--- config.mk ---
export PLATFORM = sky130hd
export DESIGN_NAME = wb_pack_stage_flat
export DESIGN_NICKNAME = d
export VERILOG_FILES = /design/src/rtl/wb_pkg.sv /design/src/rtl/wb_pack_if.sv /design/src/rtl/vec_byte_packer.sv /design/src/rtl/wb_pack_stage.sv /design/src/flat_wrapper.sv
export SDC_FILE = /design/constraint.sdc
export NUM_CORES = 1
export LEC_CHECK = 0
export CORE_AREA = 2 2 121 123
export DETAILED_ROUTE_END_ITERATION = 6
export DIE_AREA = 0 0 123 125
export GPL_TIMING_DRIVEN = 0
export PLACE_DENSITY = 0.66
export SLEW_MARGIN = 30
export SYNTH_ARGS = -nofsm -noshare
export SYNTH_HDL_FRONTEND = slang
export SYNTH_SLANG_ARGS = --single-unit
--- constraint.sdc ---
create_clock -name clk -period 2.23 [get_ports clk]
set_input_delay 0.669 -clock clk [delete_from_list [all_inputs] [get_ports clk]]
set_output_delay 0.669 -clock clk [all_outputs]
set_load 0.03 [all_outputs]
--- src/rtl/wb_pkg.sv ---
// Shared constants, types and select encodings for the writeback stage.
// Used by wb_pack_if, vec_byte_packer and wb_pack_stage.
package wb_pkg;
  localparam int LANES  = 4;
  localparam int BYTE_W = 8;
  localparam int DW     = LANES * BYTE_W;
  localparam int AW     = 4;

  typedef logic [$clog2(LANES)-1:0] lane_cnt_t;

  localparam logic SEL_DAT_DO  = 1'b1;
  localparam logic SEL_DAT_ALU = 1'b0;
  localparam logic SEL_C_BYTE  = 1'b1;
  localparam logic SEL_C_WORD  = 1'b0;
endpackage

--- src/rtl/wb_pack_if.sv ---
// MEM/WB contents into the writeback stage, RF write strobes out.
// fwd_* carry the EX bypass; they are only driven live under WB_FWD_EN.
interface wb_pack_if #(
  parameter int DW = 32,
  parameter int AW = 4
);
  logic          PROHIB_WB;
  logic          SEL_DAT;
  logic          SEL_C;
  logic          WE_C;
  logic          WE_V;
  logic [DW-1:0] Do;
  logic [7:0]    Dob;
  logic [DW-1:0] ALU_Result;
  logic [AW-1:0] Rg;

  logic          rf_we;
  logic [AW-1:0] rf_wa;
  logic [DW-1:0] rf_wd;
  logic          vrf_we;
  logic [AW-1:0] vrf_wa;
  logic [DW-1:0] vrf_wd;
  logic          pack_busy;
  logic          pack_abort;

  logic          fwd_valid;
  logic [AW-1:0] fwd_rg;
  logic [DW-1:0] fwd_data;

  modport master (
    output PROHIB_WB, SEL_DAT, SEL_C, WE_C, WE_V,
    output Do, Dob, ALU_Result, Rg,
    input  rf_we, rf_wa, rf_wd,
    input  vrf_we, vrf_wa, vrf_wd,
    input  pack_busy, pack_abort,
    input  fwd_valid, fwd_rg, fwd_data
  );

  modport slave (
    input  PROHIB_WB, SEL_DAT, SEL_C, WE_C, WE_V,
    input  Do, Dob, ALU_Result, Rg,
    output rf_we, rf_wa, rf_wd,
    output vrf_we, vrf_wa, vrf_wd,
    output pack_busy, pack_abort,
    output fwd_valid, fwd_rg, fwd_data
  );
endinterface

--- src/rtl/vec_byte_packer.sv ---
// Packs byte loads into full vector words; whole-word writes pass through.
// A partial pack is dropped (pack_abort) when a new target preempts it.
module vec_byte_packer #(
  parameter int LANES = 4,
  parameter int AW    = 4
) (
  input  logic                 clk,
  input  logic                 rst,
  input  logic                 accept,
  input  logic                 we_v,
  input  logic                 sel_dat,
  input  logic [7:0]           dob,
  input  logic [LANES*8-1:0]   alu,
  input  logic [AW-1:0]        rg,
  output logic                 vrf_we,
  output logic [AW-1:0]        vrf_wa,
  output logic [LANES*8-1:0]   vrf_wd,
  output logic                 pack_busy,
  output logic                 pack_abort
);
  import wb_pkg::*;

  localparam int CW = $clog2(LANES);
  localparam logic [CW-1:0] LAST = CW'(LANES - 1);

  logic [CW-1:0]            cnt, cnt_n;
  logic [LANES-1:0][7:0]    pbuf, pbuf_n;
  logic [AW-1:0]            pack_rg, pack_rg_n;
  logic                     we_n, abort_n;
  logic [AW-1:0]            wa_n;
  logic [LANES*8-1:0]       wd_n;
  logic                     hit;

  assign hit = (cnt != '0) && (rg == pack_rg);

  always_comb begin
    cnt_n     = cnt;
    pbuf_n    = pbuf;
    pack_rg_n = pack_rg;
    we_n      = 1'b0;
    abort_n   = 1'b0;
    wa_n      = vrf_wa;
    wd_n      = vrf_wd;
    if (accept && we_v) begin
      if (sel_dat == SEL_DAT_ALU) begin
        we_n    = 1'b1;
        wa_n    = rg;
        wd_n    = alu;
        abort_n = (cnt != '0);
        cnt_n   = '0;
      end else if (!hit) begin
        // first byte of a pack, or a new target preempting a partial one
        abort_n   = (cnt != '0);
        pbuf_n    = '0;
        pbuf_n[0] = dob;
        pack_rg_n = rg;
        cnt_n     = CW'(1);
      end else if (cnt == LAST) begin
        we_n  = 1'b1;
        wa_n  = pack_rg;
        wd_n  = {dob, pbuf[LANES-2:0]};
        cnt_n = '0;
      end else begin
        pbuf_n[cnt] = dob;
        cnt_n       = cnt + CW'(1);
      end
    end
  end

  always_ff @(posedge clk) begin
    if (rst) begin
      cnt        <= '0;
      pbuf       <= '0;
      pack_rg    <= '0;
      vrf_we     <= 1'b0;
      vrf_wa     <= '0;
      vrf_wd     <= '0;
      pack_busy  <= 1'b0;
      pack_abort <= 1'b0;
    end else begin
      cnt        <= cnt_n;
      pbuf       <= pbuf_n;
      pack_rg    <= pack_rg_n;
      vrf_we     <= we_n;
      vrf_wa     <= wa_n;
      vrf_wd     <= wd_n;
      pack_busy  <= (cnt_n != '0);
      pack_abort <= abort_n;
    end
  end
endmodule

--- src/rtl/wb_pack_stage.sv ---
// Writeback stage: scalar RF strobes plus vector RF byte packing.
// Define WB_FWD_EN to drive the combinational EX bypass outputs.
module wb_pack_stage #(
  parameter int LANES = 4,
  parameter int DW    = 32,
  parameter int AW    = 4
) (
  input logic     clk,
  input logic     rst,
  wb_pack_if.slave bus
);
  import wb_pkg::*;

  logic [DW-1:0] scal_d;
  logic          rf_we;
  logic [AW-1:0] rf_wa;
  logic [DW-1:0] rf_wd;

  always_comb begin
    scal_d = bus.ALU_Result;
    if (bus.SEL_C == SEL_C_BYTE)
      scal_d = {{(DW-8){1'b0}}, bus.Dob};
    else if (bus.SEL_DAT == SEL_DAT_DO)
      scal_d = bus.Do;
  end

  always_ff @(posedge clk) begin
    if (rst) begin
      rf_we <= 1'b0;
      rf_wa <= '0;
      rf_wd <= '0;
    end else begin
      rf_we <= bus.WE_C & ~bus.PROHIB_WB;
      rf_wa <= bus.Rg;
      rf_wd <= scal_d;
    end
  end

  assign bus.rf_we = rf_we;
  assign bus.rf_wa = rf_wa;
  assign bus.rf_wd = rf_wd;

  vec_byte_packer #(
    .LANES (LANES),
    .AW    (AW)
  ) u_packer (
    .clk        (clk),
    .rst        (rst),
    .accept     (~bus.PROHIB_WB),
    .we_v       (bus.WE_V),
    .sel_dat    (bus.SEL_DAT),
    .dob        (bus.Dob),
    .alu        (bus.ALU_Result),
    .rg         (bus.Rg),
    .vrf_we     (bus.vrf_we),
    .vrf_wa     (bus.vrf_wa),
    .vrf_wd     (bus.vrf_wd),
    .pack_busy  (bus.pack_busy),
    .pack_abort (bus.pack_abort)
  );

`ifdef WB_FWD_EN
  assign bus.fwd_valid = bus.WE_C & ~bus.PROHIB_WB;
  assign bus.fwd_rg    = bus.Rg;
  assign bus.fwd_data  = scal_d;
`else
  assign bus.fwd_valid = 1'b0;
  assign bus.fwd_rg    = '0;
  assign bus.fwd_data  = '0;
`endif
endmodule

--- src/flat_wrapper.sv ---
// flat-port wrapper written by rule: the top's interface ports become plain ports
module wb_pack_stage_flat import wb_pkg::*;
#(
  parameter int LANES = 4,
  parameter int DW    = 32,
  parameter int AW    = 4
)
  (clk, rst, bus_PROHIB_WB, bus_SEL_DAT, bus_SEL_C, bus_WE_C, bus_WE_V, bus_Do, bus_Dob, bus_ALU_Result, bus_Rg, bus_rf_we, bus_rf_wa, bus_rf_wd, bus_vrf_we, bus_vrf_wa, bus_vrf_wd, bus_pack_busy, bus_pack_abort, bus_fwd_valid, bus_fwd_rg, bus_fwd_data);
  wb_pack_if #(.DW(DW), .AW(AW)) bus_i ();
  input logic clk;
  input logic rst;
  input wire logic [$bits(bus_i.PROHIB_WB)-1:0] bus_PROHIB_WB;
  input wire logic [$bits(bus_i.SEL_DAT)-1:0] bus_SEL_DAT;
  input wire logic [$bits(bus_i.SEL_C)-1:0] bus_SEL_C;
  input wire logic [$bits(bus_i.WE_C)-1:0] bus_WE_C;
  input wire logic [$bits(bus_i.WE_V)-1:0] bus_WE_V;
  input wire logic [$bits(bus_i.Do)-1:0] bus_Do;
  input wire logic [$bits(bus_i.Dob)-1:0] bus_Dob;
  input wire logic [$bits(bus_i.ALU_Result)-1:0] bus_ALU_Result;
  input wire logic [$bits(bus_i.Rg)-1:0] bus_Rg;
  output wire logic [$bits(bus_i.rf_we)-1:0] bus_rf_we;
  output wire logic [$bits(bus_i.rf_wa)-1:0] bus_rf_wa;
  output wire logic [$bits(bus_i.rf_wd)-1:0] bus_rf_wd;
  output wire logic [$bits(bus_i.vrf_we)-1:0] bus_vrf_we;
  output wire logic [$bits(bus_i.vrf_wa)-1:0] bus_vrf_wa;
  output wire logic [$bits(bus_i.vrf_wd)-1:0] bus_vrf_wd;
  output wire logic [$bits(bus_i.pack_busy)-1:0] bus_pack_busy;
  output wire logic [$bits(bus_i.pack_abort)-1:0] bus_pack_abort;
  output wire logic [$bits(bus_i.fwd_valid)-1:0] bus_fwd_valid;
  output wire logic [$bits(bus_i.fwd_rg)-1:0] bus_fwd_rg;
  output wire logic [$bits(bus_i.fwd_data)-1:0] bus_fwd_data;
  assign bus_i.PROHIB_WB = bus_PROHIB_WB;
  assign bus_i.SEL_DAT = bus_SEL_DAT;
  assign bus_i.SEL_C = bus_SEL_C;
  assign bus_i.WE_C = bus_WE_C;
  assign bus_i.WE_V = bus_WE_V;
  assign bus_i.Do = bus_Do;
  assign bus_i.Dob = bus_Dob;
  assign bus_i.ALU_Result = bus_ALU_Result;
  assign bus_i.Rg = bus_Rg;
  assign bus_rf_we = bus_i.rf_we;
  assign bus_rf_wa = bus_i.rf_wa;
  assign bus_rf_wd = bus_i.rf_wd;
  assign bus_vrf_we = bus_i.vrf_we;
  assign bus_vrf_wa = bus_i.vrf_wa;
  assign bus_vrf_wd = bus_i.vrf_wd;
  assign bus_pack_busy = bus_i.pack_busy;
  assign bus_pack_abort = bus_i.pack_abort;
  assign bus_fwd_valid = bus_i.fwd_valid;
  assign bus_fwd_rg = bus_i.fwd_rg;
  assign bus_fwd_data = bus_i.fwd_data;
  wb_pack_stage #(.LANES(LANES), .DW(DW), .AW(AW)) u_core (.clk(clk), .rst(rst), .bus(bus_i));
endmodule
==> metrics.txt <==
detailed-routing wirelength on met1=~6500 um; Final #Nets=786; Total Routed Length=about 15000 um; setup skew after layout=between 6 and 7 ps; standard-cell rows=44; Buf+Inv Stages, Crit Path=1; class of the worst hold path=reg -> reg; count of input and output buffers=between 150 and 200; Met2 Wirelength=between 7000 and 8000 um; crit-path max cell delay=approximately 550 ps; Core Util, Final=0.499; maximum count of clock buffers along a single path=2; pre-CTS setup slack=-672 ps; number of enable flip-flop cells after synthesis=0; final weighted congestion of routability-driven global placement=a little over 0.8; Cell Area, Placed=0.00676 sq mm; cells along the critical path=clkdlybuf4s50_1 -> xnor2_1 -> nand4_1 -> o21ai_0 -> mux2_2; total grt overflow=0; Critical Path AT=2430 ps; required time reported for the critical path endpoint=between 2000 and 2500 ps; post-route setup slack=39.7 ps; LEAKAGE=2.69 nW; number of synthesized register bits=~110; DIE AREA=between 0.015 and 0.02 sq mm; drt initial violations=232; final clock period utilization by the worst path=0.982; portion of the post-synthesis area used by sequential elements=0.441; kind of cell adding the most delay to the critical path=buffers and inverters; via density per instance=roughly 4.8; Setup Viol. Count Final=0; summed area of non-filler cells in the final layout=about 0.0071 sq mm; timing-limited maximum frequency=roughly 460 MHz; worst hold margin=approximately 480 ps; run status=complete, no violations; startpoint type of the worst setup path=input pin; slew margin rel.=0.566; most used flip-flop cell after synthesis=sky130_fd_sc_hd__dfxtp_1; final-layout fill cell count=around 1300; number of buffers added by the clock tree synthesis step=9; Netlist cell types=39; Slew @ Worst Pin=650 ps; number of search-and-repair iterations in the first detailed-routing pass=4; area of the core=about 0.014 sq mm; starting utilization of the core area=0.339; hold bufs inserted after CTS=0; number of hold violations in the final report=0; met3 wire length=1150 um; Crit Path Class=in -> reg; uppermost routed layer=met4; sort of element at the end of the critical path=flip-flop; number of antenna repair diodes=0; buffer type at the clock tree root=sky130_fd_sc_hd__clkbuf_16; Routed WL per cell=about 17 um; Remaining DRCs=0; antenna-violating nets left=0; synthesized area=0.00481 sq mm; layout overhead on the synthesized area=47.5%; source-to-sink clock delay at the later pin of the worst-skew pair=about 350 ps; Max Fanout on Critical Path=5; Max rail drop VDD=roughly 0.00035 V; Syn Inst Count=slightly below 500; area used by sequential logic in the layout=between 0.002 and 0.0025 sq mm; ranking of synthesized cells by area=sky130_fd_sc_hd__dfxtp_1 (44%), sky130_fd_sc_hd__a211oi_1 (7.8%), sky130_fd_sc_hd__a211oi_2 (7.8%); H-tree lvl count=3; share of post-route cells with drive strength above 1=0.180; RSZ-0062 raised after global routing=yes; number of violations of the max-capacitance limit=0; slowest library cell on the worst path=sky130_fd_sc_hd__clkdlybuf4s50_1; height of the chip=around 130 um; Die Wd=~120 um; fin crit period=between 2000 and 2500 ps; non-filler cells in the finished layout=roughly 890; # clock sinks=106; asr flop ratio synth=0; number of top-level pins=between 150 and 200; Post-Place Cells=871; antenna violations before repair=0; average size of a mapped cell=approximately 9.8 sq um; cell taking the most area after synthesis=sky130_fd_sc_hd__dfxtp_1; global-route total usage across every layer=0.195; clock tree from TritonCTS=done; number of pins exceeding their max-slew limit in the final report=0; sum of net half-perimeters after detailed placement=around 12000 um; multi-input combinational cell area=~0.0023 sq mm; synthesis warning total=0; pin count of the biggest net entering global routing=20; wire length of the first global-routing pass=around 23000 um; ratio of total power to cell area=647 mW/mm^2; clock-pin slew of the registers on the worst-case setup and hold paths=approximately 70 ps; vias in the first global route=between 4000 and 5000; share of the synthesized area in the top cell type=0.441; via total after detailed routing=around 4300
synthesized netlist by cell type (2+ instances only):
library cell               number
sky130_fd_sc_hd__xnor2_1        4
sky130_fd_sc_hd__inv_1          3
sky130_fd_sc_hd__a21oi_1       61
sky130_fd_sc_hd__nor2_1        27
sky130_fd_sc_hd__a211oi_1      50
sky130_fd_sc_hd__clkbuf_1      18
sky130_fd_sc_hd__a22o_1        16
sky130_fd_sc_hd__ha_1           4
sky130_fd_sc_hd__nand2b_1      18
sky130_fd_sc_hd__buf_4         37
sky130_fd_sc_hd__nor2b_1       47
sky130_fd_sc_hd__dfxtp_1      106
sky130_fd_sc_hd__buf_2         12
sky130_fd_sc_hd__buf_1          2
sky130_fd_sc_hd__mux2i_1       12
sky130_fd_sc_hd__nand2_1        7
sky130_fd_sc_hd__buf_6          6
sky130_fd_sc_hd__o21ai_0        2
sky130_fd_sc_hd__nor3_2         2
sky130_fd_sc_hd__nand4_1        2
sky130_fd_sc_hd__nor3_1         8
sky130_fd_sc_hd__a31o_2         2
sky130_fd_sc_hd__a211oi_2      30
sky130_fd_sc_hd__mux2_2         2
logic make-up (layout without fill, tap and decap cells):
family	after synthesis	in the layout	share of synthesized area
AND/OR/NAND/NOR	119	119	0.143
AO/OA/AOI/OAI	166	166	0.265
XOR/XNOR	4	4	0.00728
adder cells (fa/ha/maj)	4	4	0.0104
other	1	37	0.000780
multiplexers	14	14	0.0297
buffers and inverters	79	254	0.103
flip-flops	106	106	0.441
through the flow:
step | total power, mW | TNS [ps]
after global routing | 4.75 | -993
after detailed placement | 3.00 | -43020
after CTS | 4.62 | 0
final | 4.59 | 0
after global placement | 2.98 | -39130
after floorplan | 2.60 | 0
state kept, by name, summed over array words and instances (netlist names):
name	cells
u_core.bus.rf_wd	32
u_core.u_packer.vrf_wd	32
u_core.u_packer.pbuf	24
u_core.bus.rf_wa	4
u_core.u_packer.pack_rg	4
u_core.u_packer.vrf_wa	4
u_core.u_packer.cnt	2
u_core.bus.rf_we	1
u_core.u_packer.pack_abort	1
u_core.u_packer.pack_busy	1
u_core.u_packer.vrf_we	1
path summary, 6_finish.rpt:
check / depth (start not counted) / to / slack, ps / from
max: 5 / u_core.u_packer.pack_rg[3] / 40 / bus_Rg[0]
min: 2 / u_core.u_packer.pbuf[6] / 480 / u_core.u_packer.pbuf[6]
max reg2reg: 6 / u_core.u_packer.pbuf[22] / 310 / u_core.u_packer.cnt[0]
min reg2reg: 2 / u_core.u_packer.pbuf[6] / 480 / u_core.u_packer.pbuf[6]
where the power goes:
group	leakage (nW)	internal [mW]	switching [mW]
combinational	1.67	0.422	0.535
sequential	0.866	1.97	0.0362
clock	0.151	0.882	0.750
area by class of cell:
| type | instances | share of cell area |
|---|---|---|
| Timing Repair Buffer | 160 | 0.225 |
| Clock inverter | 7 | 0.0106 |
| Clock buffer | 9 | 0.0317 |
| Tap cell | 184 | 0.0325 |
| Sequential cell | 106 | 0.299 |
| Inverter | 3 | 0.00159 |
| Multi-Input combinational cell | 344 | 0.329 |
| Buffer | 75 | 0.0705 |
cells in the final DEF, fill, tap and decap left out, types with 2 or more instances in the layout:
master and instances:
sky130_fd_sc_hd__inv_1 3, sky130_fd_sc_hd__clkbuf_2 10, sky130_fd_sc_hd__nand2_1 7, sky130_fd_sc_hd__clkbuf_1 8
sky130_fd_sc_hd__nand2b_1 18, sky130_fd_sc_hd__clkbuf_16 9, sky130_fd_sc_hd__ha_1 4, sky130_fd_sc_hd__mux2i_1 12
sky130_fd_sc_hd__a21oi_1 61, sky130_fd_sc_hd__inv_6 3, sky130_fd_sc_hd__nor2_1 27, sky130_fd_sc_hd__conb_1 37
sky130_fd_sc_hd__nand4_1 2, sky130_fd_sc_hd__a22o_1 16, sky130_fd_sc_hd__nor2b_1 47, sky130_fd_sc_hd__a211oi_2 30
sky130_fd_sc_hd__dfxtp_1 106, sky130_fd_sc_hd__clkinv_2 2, sky130_fd_sc_hd__xnor2_1 4, sky130_fd_sc_hd__buf_4 40
sky130_fd_sc_hd__nor3_2 2, sky130_fd_sc_hd__nor3_1 8, sky130_fd_sc_hd__a211oi_1 50, sky130_fd_sc_hd__mux2_2 2
sky130_fd_sc_hd__buf_6 6, sky130_fd_sc_hd__o21ai_0 2, sky130_fd_sc_hd__clkdlybuf4s50_1 157, sky130_fd_sc_hd__buf_2 12
sky130_fd_sc_hd__a31o_2 2
worst min-delay path, cell delays in order (launching register included):
cell and delay [ps]:
sky130_fd_sc_hd__dfxtp_1 320, sky130_fd_sc_hd__nand2b_1 60, sky130_fd_sc_hd__mux2i_1 50
repair_timing:
item                       in CTS  in global routing
pin swaps                       0                  1
cloned                          0                  0
setup buffers                   0                  2
resized for setup               8                 11
setup endpoints to repair      50                 70
metal layers:
layer,GRT usage,vias up
met5,0,-
met4,0.0709,0
met3,0.0360,21
met2,0.329,153
met1,0.246,1980
li1,-,2113
Power figures use the tool's default switching activity.
